===== src/rtl/cla_pipe_pkg.sv =====
// Shared defaults and per-stage record for the pipelined carry-look-ahead adder.
// Optional subtract support is enabled by defining CLA_PIPE_ADDER_SUB_EN.
package cla_pipe_pkg;
   localparam int DEF_WIDTH = 16;
   localparam int DEF_GROUP = 4;

   typedef struct packed {
      logic                 valid;
      logic [DEF_WIDTH-1:0] psum;
      logic [DEF_WIDTH-1:0] a_rem;
      logic [DEF_WIDTH-1:0] b_rem;
      logic                 carry;
      logic                 msb_cin;
   } stage_t;
endpackage


===== src/rtl/cla_pipe_adder_group.sv =====
// Combinational GROUP-bit carry-look-ahead slice; every carry is a flat
// sum-of-products of g/p/ci, so there is no ripple path inside the slice.
module cla_group #(
   parameter int GROUP = 4
) (
   input  logic [GROUP-1:0] a,
   input  logic [GROUP-1:0] b,
   input  logic             ci,
   output logic [GROUP-1:0] s,
   output logic             co,
   output logic             c_msb
);
   logic [GROUP-1:0] g, p;
   logic [GROUP:0]   c;
   logic             term;

   assign g = a & b;
   assign p = a ^ b;

   always_comb begin
      c    = '0;
      term = 1'b0;
      c[0] = ci;
      for (int i = 1; i <= GROUP; i++) begin
         term = ci;
         for (int k = 0; k < i; k++) term = term & p[k];
         c[i] = term;
         for (int j = 0; j < i; j++) begin
            term = g[j];
            for (int k = j + 1; k < i; k++) term = term & p[k];
            c[i] = c[i] | term;
         end
      end
   end

   assign s     = p ^ c[GROUP-1:0];
   assign co    = c[GROUP];
   assign c_msb = c[GROUP-1];
endmodule


===== src/rtl/cla_pipe_adder.sv =====
// Pipelined CLA adder: one GROUP-bit slice per stage, carry registered between
// stages, global stall. Define CLA_PIPE_ADDER_SUB_EN to add the sub input.
module cla_pipe_adder
   import cla_pipe_pkg::*;
#(
   parameter int WIDTH = DEF_WIDTH,
   parameter int GROUP = DEF_GROUP
) (
   input  logic             clk,
   input  logic             rst,
   input  logic             in_valid,
   output logic             in_ready,
   input  logic [WIDTH-1:0] a,
   input  logic [WIDTH-1:0] b,
   input  logic             cin,
`ifdef CLA_PIPE_ADDER_SUB_EN
   input  logic             sub,
`endif
   output logic             out_valid,
   input  logic             out_ready,
   output logic [WIDTH-1:0] sum,
   output logic             cout,
   output logic             ovf
);
   localparam int NSTG = WIDTH / GROUP;

   typedef struct packed {
      logic             valid;
      logic [WIDTH-1:0] psum;
      logic [WIDTH-1:0] a_rem;
      logic [WIDTH-1:0] b_rem;
      logic             carry;
      logic             msb_cin;
   } stg_t;

   logic [WIDTH-1:0] b_eff;
   logic             c_eff;
   logic             advance;
   stg_t             last;

`ifdef CLA_PIPE_ADDER_SUB_EN
   // a - b == a + ~b + 1; cin is ignored while subtracting
   assign b_eff = sub ? ~b : b;
   assign c_eff = sub | cin;
`else
   assign b_eff = b;
   assign c_eff = cin;
`endif

   assign advance = !last.valid | out_ready;

   for (genvar k = 0; k < NSTG; k++) begin : g_stg
      stg_t             prv, nxt, r;
      logic [GROUP-1:0] s;
      logic             co, cm;

      if (k == 0) begin : g_head
         assign prv = '{valid: in_valid, psum: '0, a_rem: a, b_rem: b_eff,
                        carry: c_eff, msb_cin: 1'b0};
      end else begin : g_tail
         assign prv = g_stg[k-1].r;
      end

      cla_group #(.GROUP(GROUP)) u_grp (
         .a     (prv.a_rem[GROUP*k +: GROUP]),
         .b     (prv.b_rem[GROUP*k +: GROUP]),
         .ci    (prv.carry),
         .s     (s),
         .co    (co),
         .c_msb (cm)
      );

      always_comb begin
         nxt                        = prv;
         nxt.psum[GROUP*k +: GROUP] = s;
         nxt.carry                  = co;
         nxt.msb_cin                = cm;
      end

      always_ff @(posedge clk) begin
         if (rst)          r <= '0;
         else if (advance) r <= nxt;
      end
   end

   assign last = g_stg[NSTG-1].r;

   // handshakes are masked while rst is high so nothing transfers in that cycle
   assign in_ready  = advance & !rst;
   assign out_valid = last.valid & !rst;
   assign sum       = last.psum;
   assign cout      = last.carry;
   assign ovf       = last.carry ^ last.msb_cin;
endmodule

===== config.mk =====
export PLATFORM = sky130hd
export DESIGN_NAME = cla_pipe_adder
export DESIGN_NICKNAME = d
export VERILOG_FILES = /design/src/rtl/cla_pipe_pkg.sv /design/src/rtl/cla_pipe_adder_group.sv /design/src/rtl/cla_pipe_adder.sv
export SDC_FILE = /design/constraint.sdc
export NUM_CORES = 1
export LEC_CHECK = 0
export CORE_ASPECT_RATIO = 1.25
export CORE_MARGIN = 2
export CORE_UTILIZATION = 35
export CTS_CLUSTER_DIAMETER = 40
export CTS_CLUSTER_SIZE = 28
export DETAILED_ROUTE_END_ITERATION = 8
export PLACE_DENSITY = 0.56
export SYNTH_ARGS = -nofsm -noshare
export SYNTH_HDL_FRONTEND = slang
export SYNTH_SLANG_ARGS = --single-unit

===== constraint.sdc =====
create_clock -name clk -period 1.7 [get_ports clk]
set_input_delay 0.34 -clock clk [delete_from_list [all_inputs] [get_ports clk]]
set_output_delay 0.34 -clock clk [all_outputs]
set_load 0.01 [all_outputs]

==> reports/results.ini, run 1 <==
[floorplanning]
core-area_sq_um=11620
die_area_sq_um=12790
die-height_microns=126.0
die-width_microns=101.6
start_util_pct=35.85
io_pins=57
fp-row-count=44

[setup_path]
r2r_end=g_stg[2].r[45]
path_class=reg -> reg
cp.required_ns=1.99
worstSetupStartpoint=g_stg[1].r[10]
crit_arrival_ns=1.92
reg2reg_from=g_stg[1].r[10]
critPathMaxFanout=2
cp-end-kind=flip-flop
reg2reg_slack_ns=0.06
start_kind=flip-flop
crit_path_end=g_stg[2].r[45]
reg2reg_depth=5

[sta]
maxSlewHeadroom_pct=76.71
rsz0062_at_grt=no
fmax_ghz=0.6112
whs_ns=0.4497
setup_tns_ns=0
fin_crit_ns=1.636
hold_viol_final=0
setup_viol=0
setup_ws_ns=0.06396
finalMaxSlewViolations=0
fin_skew_ns=0.005614
worstMarginPinSlew_ns=0.3493
fin_crit_sh_pct=96.24

[pwr]
power_leakage_uw=0.002185
powerDensity_nw_per_um2=993.9
vdd_ir_drop_max_v=0.0004933

[placed_design]
dp.cells=699
placed_cell_area_sq_um=4893
post-dp-hpwl_microns=5719
gp_congestion=0.8097
io_buffers=56
dp_slack_ns=-0.4847

[routing]
routedWlPerCell_microns=11.75
drc=0
drtIter0Drc=89
routed_wl_microns=8412
postRouteAntennaNets=0
dr.pass1.iters=4
avgViaCountPerCell=4.673
num_vias=3346

[synthesis]
yosysWarnings=0
yosys.area.top_type=dfxtp_1
ys_ff_latch=97
avgSynthCellArea_sq_um=8.229
syn_area_sq_um=4164
synth_top_cell_area_share_pct=46.63
synth_cell_types=25
ys_seq_area_share_pct=46.63
syn_nets=567
netlist_instances=506
synth_area_leaders=dfxtp_1 (47%), nand2_1 (14%), a21oi_1 (9.5%)

[worst_hold_path]
hold_path.class=reg -> reg

[clock_tree]
ctsHoldBuffers=0
clock_latency_ns=0.34
cts_buffer_depth=2
cts_tree=yes
cts_sinks=97
path_clk_slew_ns=0.06
htree_levels=3
cts_buffers=9
ctsRootBufferMaster=clkbuf_16

[final_layout]
final_cells=716
final_cell_mix=nand2_1 (158), dfxtp_1 (95), a21oi_1 (79)
final_nets=611
syn2layout_area_growth_pct=26.35
num_antenna_cells=0
drive_gt1_share_pct=9.730
multiInputGateArea_sq_um=1971
fillers=1136
regArea_sq_um=1944
final_common_cell=nand2_1
stdcell_area_sq_um=5261

[flow_run]
cap_violations=0

[global_route]
grt_usage_pct=13.86
grt_pass1_wl_microns=14290
gr-total-overflow=0
grt_max_degree=80
grt_pass1_vias=3190
antenna_found_initial=0

[outcome]
status=completed

through the flow:
| step | util (%) | power (uW) |
|---|---|---|
| floorplan | - | 2783 |
| global placement | 42.13 | 2972 |
| detailed placement | 42.13 | 2986 |
| CTS | 45.17 | 5289 |
| global route | 45.29 | 5453 |
| finish | 45.29 | 5229 |
power by group:
group / total [uW] / switching [uW] / internal, uW
registers: 2460 / 64.5 / 2400
logic: 470 / 216 / 255
clock network: 2300 / 861 / 1440
how the worst min path moves through the flow:
stage | slack (ns) | depth (start not counted) | to | from
floorplan | 0.43 | 2 | g_stg[0].r[10] | g_stg[0].r[10]
global placement | 0.44 | 2 | g_stg[2].r[35] | g_stg[2].r[35]
detailed placement | 0.44 | 2 | g_stg[1].r[17] | g_stg[1].r[17]
CTS | 0.45 | 2 | g_stg[1].r[17] | g_stg[1].r[17]
global route | 0.47 | 2 | g_stg[0].r[32] | g_stg[0].r[32]
finish | 0.45 | 2 | g_stg[1].r[17] | g_stg[1].r[17]
cells in the mapped netlist:
master,instances
nand2_1,158
dfxtp_1,97
a21oi_1,79
nor2_1,24
buf_2,22
ha_1,20
buf_4,16
clkbuf_1,11
nand2b_1,9
a211oi_1,8
nand3_1,8
nand3b_1,8
o211ai_1,8
or4_1,8
a21o_1,4
fa_1,4
o211a_1,4
o21a_1,4
o21ai_0,4
xnor2_1,4
nor3_1,2
buf_6,1
nor2b_1,1
nor2b_4,1
xor2_1,1
sequential cells by signal (all words and copies together), names as in the netlist:
name	cells
sum	16
cout	1
g_stg.r	80
critical path, cell delays in order, from the launching register on:
cell     delay (ns)
dfxtp_1        0.32
ha_1           0.29
ha_1           0.21
o211a_1        0.26
or4_4          0.42
nand3_1        0.09
logic make-up (layout without fill, tap and decap cells):
kind of cell	count (synthesis)	count (layout)	share of synthesized area [%]
adder cells (fa/ha/maj)	24	24	7.933
XOR/XNOR	5	5	1.052
AND/OR/NAND/NOR	219	219	22.33
flip-flops	97	97	46.63
buffers and inverters	50	99	6.791
AO/OA/AOI/OAI	111	111	15.26
timing repair:
item | in CTS | in global routing
gates resized for setup | 9 | 5
setup endpoints to repair | 8 | 4
setup buffers | 1 | 0
cloned | 0 | 0
pin swaps | 7 | 2
area by class of cell:
class,count,share of cell area [%]
flip-flops and latches,97,36.96
clock buffers,9,4.281
clock inverters,7,2.259
well taps,161,3.829
repair buffers,83,15.22
multi-input cells,359,37.46
layer usage:
metal,track usage [%],wire length (microns)
met4,7.711,270
met5,0,0
met3,2.275,210
met1,16.45,3722
met2,23.37,4209
(Power assumes the default switching activity.)
==> inputs of run 2 (changes only) <==
--- a/config.mk
+++ b/config.mk
@@ -11,6 +11,7 @@
 export CTS_CLUSTER_DIAMETER = 40
 export CTS_CLUSTER_SIZE = 28
 export DETAILED_ROUTE_END_ITERATION = 8
+export GPL_TIMING_DRIVEN = 0
 export PLACE_DENSITY = 0.56
 export SYNTH_ARGS = -nofsm -noshare
 export SYNTH_HDL_FRONTEND = slang
==> run 2 against run 1 <==
  * Non-clock buffer count up 31
  * Utilization up 0.38 points
  * Setup slack worse by 0.029 ns
  * Clock power down 20%
  * Critical path type unchanged
==> reports/results.ini, run 2 (synthesis gave the netlist of run 1 again) <==
[placed_design]
dp.cells=723
post-dp-hpwl_microns=7158
placed_cell_area_sq_um=4926
io_buffers=56
gp_congestion=0.8017

[sta]
finalMaxSlewViolations=0
hold_viol_final=0
worstMarginPinSlew_ns=0.5892
maxSlewHeadroom_pct=60.72
fmax_ghz=0.6007
fin_skew_ns=0.002639
fin_crit_ns=1.665
fin_crit_sh_pct=97.92
setup_tns_ns=0
setup_viol=0

[worst_hold_path]
hold-path-endpoint=sum[6]
hold_path.class=reg -> reg
worstHoldStart=sum[6]
hold_depth=2

[final_layout]
stdcell_area_sq_um=5305
drive_gt1_share_pct=14.33
final_cell_mix=nand2_1 (158), dfxtp_1 (87), a21oi_1 (79)
num_antenna_cells=0
largest-register=g_stg.r
syn2layout_area_growth_pct=27.40
largest_register_ffs=80
final_nets=642
final_common_cell=nand2_1
final_cells=747

[pwr]
pwr-share-seq_pct=51.5
power_leakage_uw=0.002245
power.internal_uw=3637
vdd_ir_drop_max_v=0.0005048
power_frac_comb_pct=10.2
powerDensity_nw_per_um2=903.2
switchingPower_uw=1154
p_sw_share_pct=24.09
power_frac_clock_pct=38.3

[setup_path]
crit_chain=ha_4 -> ha_2 -> o211a_1 -> or4_1 -> nand3_1
worstSetupStartpoint=g_stg[0].r[6]
cp.required_ns=1.98
reg2reg_depth=5
crit_slowest_cell=or4_1
r2r_end=g_stg[1].r[41]
critPathMaxFanout=2
crit_family=simple AND/OR/NAND/NOR gates
max_stage_delay_ns=0.50
start_kind=flip-flop
path_class=reg -> reg
cp-end-kind=flip-flop
path_buf_inv=0
reg2reg_slack_ns=0.04
reg2reg_from=g_stg[0].r[6]
crit_arrival_ns=1.95

[global_route]
gr-total-overflow=0
grt_pass1_vias=3443
grt_usage_pct=16.38
grt_max_degree=16
antenna_found_initial=0
grt_pass1_wl_microns=16450

[clock_tree]
cts_sinks=97
clock_latency_ns=0.34
cts_buffer_depth=2
path_clk_slew_ns=0.06
cts_buffers=9
cts_tree=yes
ctsRootBufferMaster=clkbuf_16
ctsHoldBuffers=0
htree_levels=3

[floorplanning]
die-width_microns=101.6
io_pins=57
core-area_sq_um=11620
die-height_microns=126.0
start_util_pct=35.85
fp-row-count=44
die_area_sq_um=12790

[routing]
num_vias=3541
drc=0
dr.pass1.iters=4
drtIter0Drc=144
avgViaCountPerCell=4.740
routedWlPerCell_microns=13.41
postRouteAntennaNets=0
routed_wl_microns=10020

[flow_run]
cap_violations=0

[outcome]
status=completed

==> run 2: per-layer routing <==
layer  global-route usage [%]  part of all wire (%)
met5                        0                     0
met4                    9.300                   3.2
met3                    2.608                   3.4
met2                    27.52                    52
met1                    19.52                    42
==> run 2: area by class of cell <==
class | count | area, sq um
fillers | 1183 | 6311
well taps | 161 | 201.4
clock buffers | 10 | 229.0
multi-input cells | 359 | 1964
plain buffers | 50 | 306.5
clock inverters | 6 | 35.03
repair buffers | 64 | 609.3
flip-flops and latches | 97 | 1959
==> run 2: timing repair <==
action                                  CTS  global route
endpoints found under the setup margin   40             8
setup buffers                             7             1
gates cloned                              0             0
pin swaps                                 5             4
resized for setup                        36             9
==> run 2: worst register-to-register path, cell delays in order, from the launching register on <==
cell,delay [ns]
dfxtp_4,0.36
ha_4,0.23
ha_2,0.18
o211a_1,0.25
or4_1,0.50
nand3_1,0.09
==> run 2: per-stage QoR <==
step	worst slack, ns	total power (uW)	hold slack (ns)	util [%]
global placement	-0.9040	2987	0.4388	42.41
detailed placement	-0.8928	2997	0.4449	42.41
finish	0.03532	4791	0.4493	45.67
CTS	0.0006424	4842	0.4537	45.56
global route	-0.008165	5004	0.4726	45.67
floorplan	0.03072	2783	0.4321	-
==> run 2: how the worst max path moves through the flow <==
stage                      to  cells after the start
6_report       g_stg[1].r[41]                      5
3_5_place_dp         in_ready                      5
5_1_grt        g_stg[0].r[37]                      6
4_1_cts        g_stg[2].r[45]                      5
3_3_place_gp         in_ready                      5
2_1_floorplan         sum[15]                      5
==> run 2: power groups by stage <==
stage | logic, uW | clock network (uW) | registers [uW]
2_1_floorplan | 286 | 0 | 2500
3_3_place_gp | 470 | 0 | 2520
3_5_place_dp | 477 | 0 | 2520
4_1_cts | 489 | 1880 | 2470
5_1_grt | 545 | 1980 | 2480
6_report | 488 | 1830 | 2470
==> inputs of run 3 (changes only) <==
--- a/config.mk
+++ b/config.mk
@@ -13,6 +13,7 @@
 export DETAILED_ROUTE_END_ITERATION = 8
 export GPL_TIMING_DRIVEN = 0
 export PLACE_DENSITY = 0.56
+export SKIP_CTS_REPAIR_TIMING = 1
 export SYNTH_ARGS = -nofsm -noshare
 export SYNTH_HDL_FRONTEND = slang
 export SYNTH_SLANG_ARGS = --single-unit
==> run 3 against run 2 <==
  * Sequential share of layout area up 0.23 points
  * Largest power group unchanged
  * Clock skew rose by 0.00098 ns
  * Sequential power hardly changed
==> reports/results.ini, run 3 (synthesis gave the netlist of run 1 again) <==
[setup_path]
path_class=reg -> out
start_kind=flip-flop
crit_slowest_cell=dfxtp_2
crit_arrival_ns=1.35
cp.required_ns=1.36
crit_chain=nor2b_4 -> buf_6 -> buf_8 -> nor2_1 -> clkbuf_2
max_stage_delay_ns=0.34
cp-end-kind=output port
critPathMaxFanout=10

[outcome]
status=completed

[clock_tree]
htree_levels=3
cts_sinks=97
clock_latency_ns=0.34
path_clk_slew_ns=0.06
ctsRootBufferMaster=clkbuf_16
cts_buffer_depth=2
cts_buffers=9
cts_tree=yes

[sta]
fin_crit_ns=1.690
finalMaxSlewViolations=0
hold_viol_final=0
rsz0062_at_grt=yes
whs_ns=0.4493
maxSlewHeadroom_pct=59.49
setup_viol=0
setup_tns_ns=0
fin_crit_sh_pct=99.44
fmax_ghz=0.5916
fin_skew_ns=0.003616
worstMarginPinSlew_ns=0.6076

[global_route]
grt_pass1_wl_microns=16160
antenna_found_initial=0
grt_max_degree=16
gr-total-overflow=0
grt_usage_pct=16.07
grt_pass1_vias=3367

[final_layout]
final_nets=636
largest_register_ffs=80
drive_gt1_share_pct=13.45
final_cell_mix=nand2_1 (158), dfxtp_1 (86), a21oi_1 (79)
num_antenna_cells=0
largest-register=g_stg.r
final_common_cell=nand2_1
final_cells=741
syn2layout_area_growth_pct=26.71

[pwr]
powerDensity_nw_per_um2=907.9
power_frac_clock_pct=38.4
pwr-share-seq_pct=51.5
power_frac_comb_pct=10.0
p_sw_share_pct=24.15
power.internal_uw=3633
power_leakage_uw=0.002273
switchingPower_uw=1157
vdd_ir_drop_max_v=0.0005069

[placed_design]
gp_congestion=0.8017
post-dp-hpwl_microns=7158
dp.cells=723
io_buffers=56

[floorplanning]
die_area_sq_um=12790
io_pins=57
die-height_microns=126.0
core-area_sq_um=11620
start_util_pct=35.85
fp-row-count=44
die-width_microns=101.6

[routing]
routedWlPerCell_microns=13.34
num_vias=3513
routed_wl_microns=9883
drtIter0Drc=129
avgViaCountPerCell=4.741
dr.pass1.iters=4
drc=0
postRouteAntennaNets=0

[worst_hold_path]
hold_path.class=reg -> reg

[flow_run]
cap_violations=0

## run 3: cell types whose count changed in the layout (fill, tap and decap cells not counted), sizes merged
| cell | previous run | this run |
|---|---|---|
| dlygate4sd2 | 4 | 0 |
| buf | 49 | 41 |
| dlymetal6s2s | 1 | 6 |
| clkbuf | 21 | 23 |
| clkdlybuf4s15 | 1 | 0 |
## run 3: path summary, 6_finish.rpt
path	from	to	slack (ns)	cells after the start
max reg2reg	g_stg[2].r[14]	sum[15]	0.06	5
min reg2reg	sum[6]	sum[6]	0.45	2
min	sum[6]	sum[6]	0.45	2
max	g_stg[3].r[50]	in_ready	0.01	5
## run 3: stage by stage
stage	worst slack [ns]	total power (uW)	utilization, %	cell area (sq um)
global route	-0.05435	4996	45.42	5276
CTS	-0.9055	4833	44.68	5190
global placement	-0.9040	2987	42.41	4926
detailed placement	-0.8928	2997	42.41	4926
floorplan	0.03072	2783	-	4164
finish	0.009565	4790	45.42	5276
## run 3: worst max-delay path: cells and delay by family, from the launching register on
kind                   cells  cell delay (ns)
buffers and inverters      3             0.45
AND/OR/NAND/NOR            2             0.21
flip-flops                 1             0.34
## run 3: metal layers
metal / global-route usage (%) / vias to the layer above / part of all wire, %
li1: - / 1806 / -
met1: 19.04 / 1600 / 41
met2: 27.52 / 85 / 51
met3: 2.719 / 22 / 4.6
met4: 8.108 / 0 / 2.8
met5: 0 / - / 0
## run 3: power by group through the flow
stage | Combinational, uW | Sequential, uW | Clock, uW
after floorplan | 286 | 2500 | 0
after detailed placement | 477 | 2520 | 0
after global routing | 538 | 2480 | 1970
final | 481 | 2470 | 1840
after CTS | 480 | 2470 | 1880
after global placement | 470 | 2520 | 0
## run 3: area by class of cell
class / instances / area, sq um
clock inverters: 6 / 35.03
clock buffers: 10 / 229.0
flip-flops and latches: 97 / 1961
repair buffers: 58 / 580.6
fillers: 1180 / 6340
multi-input cells: 359 / 1962
well taps: 161 / 201.4
plain buffers: 50 / 307.8
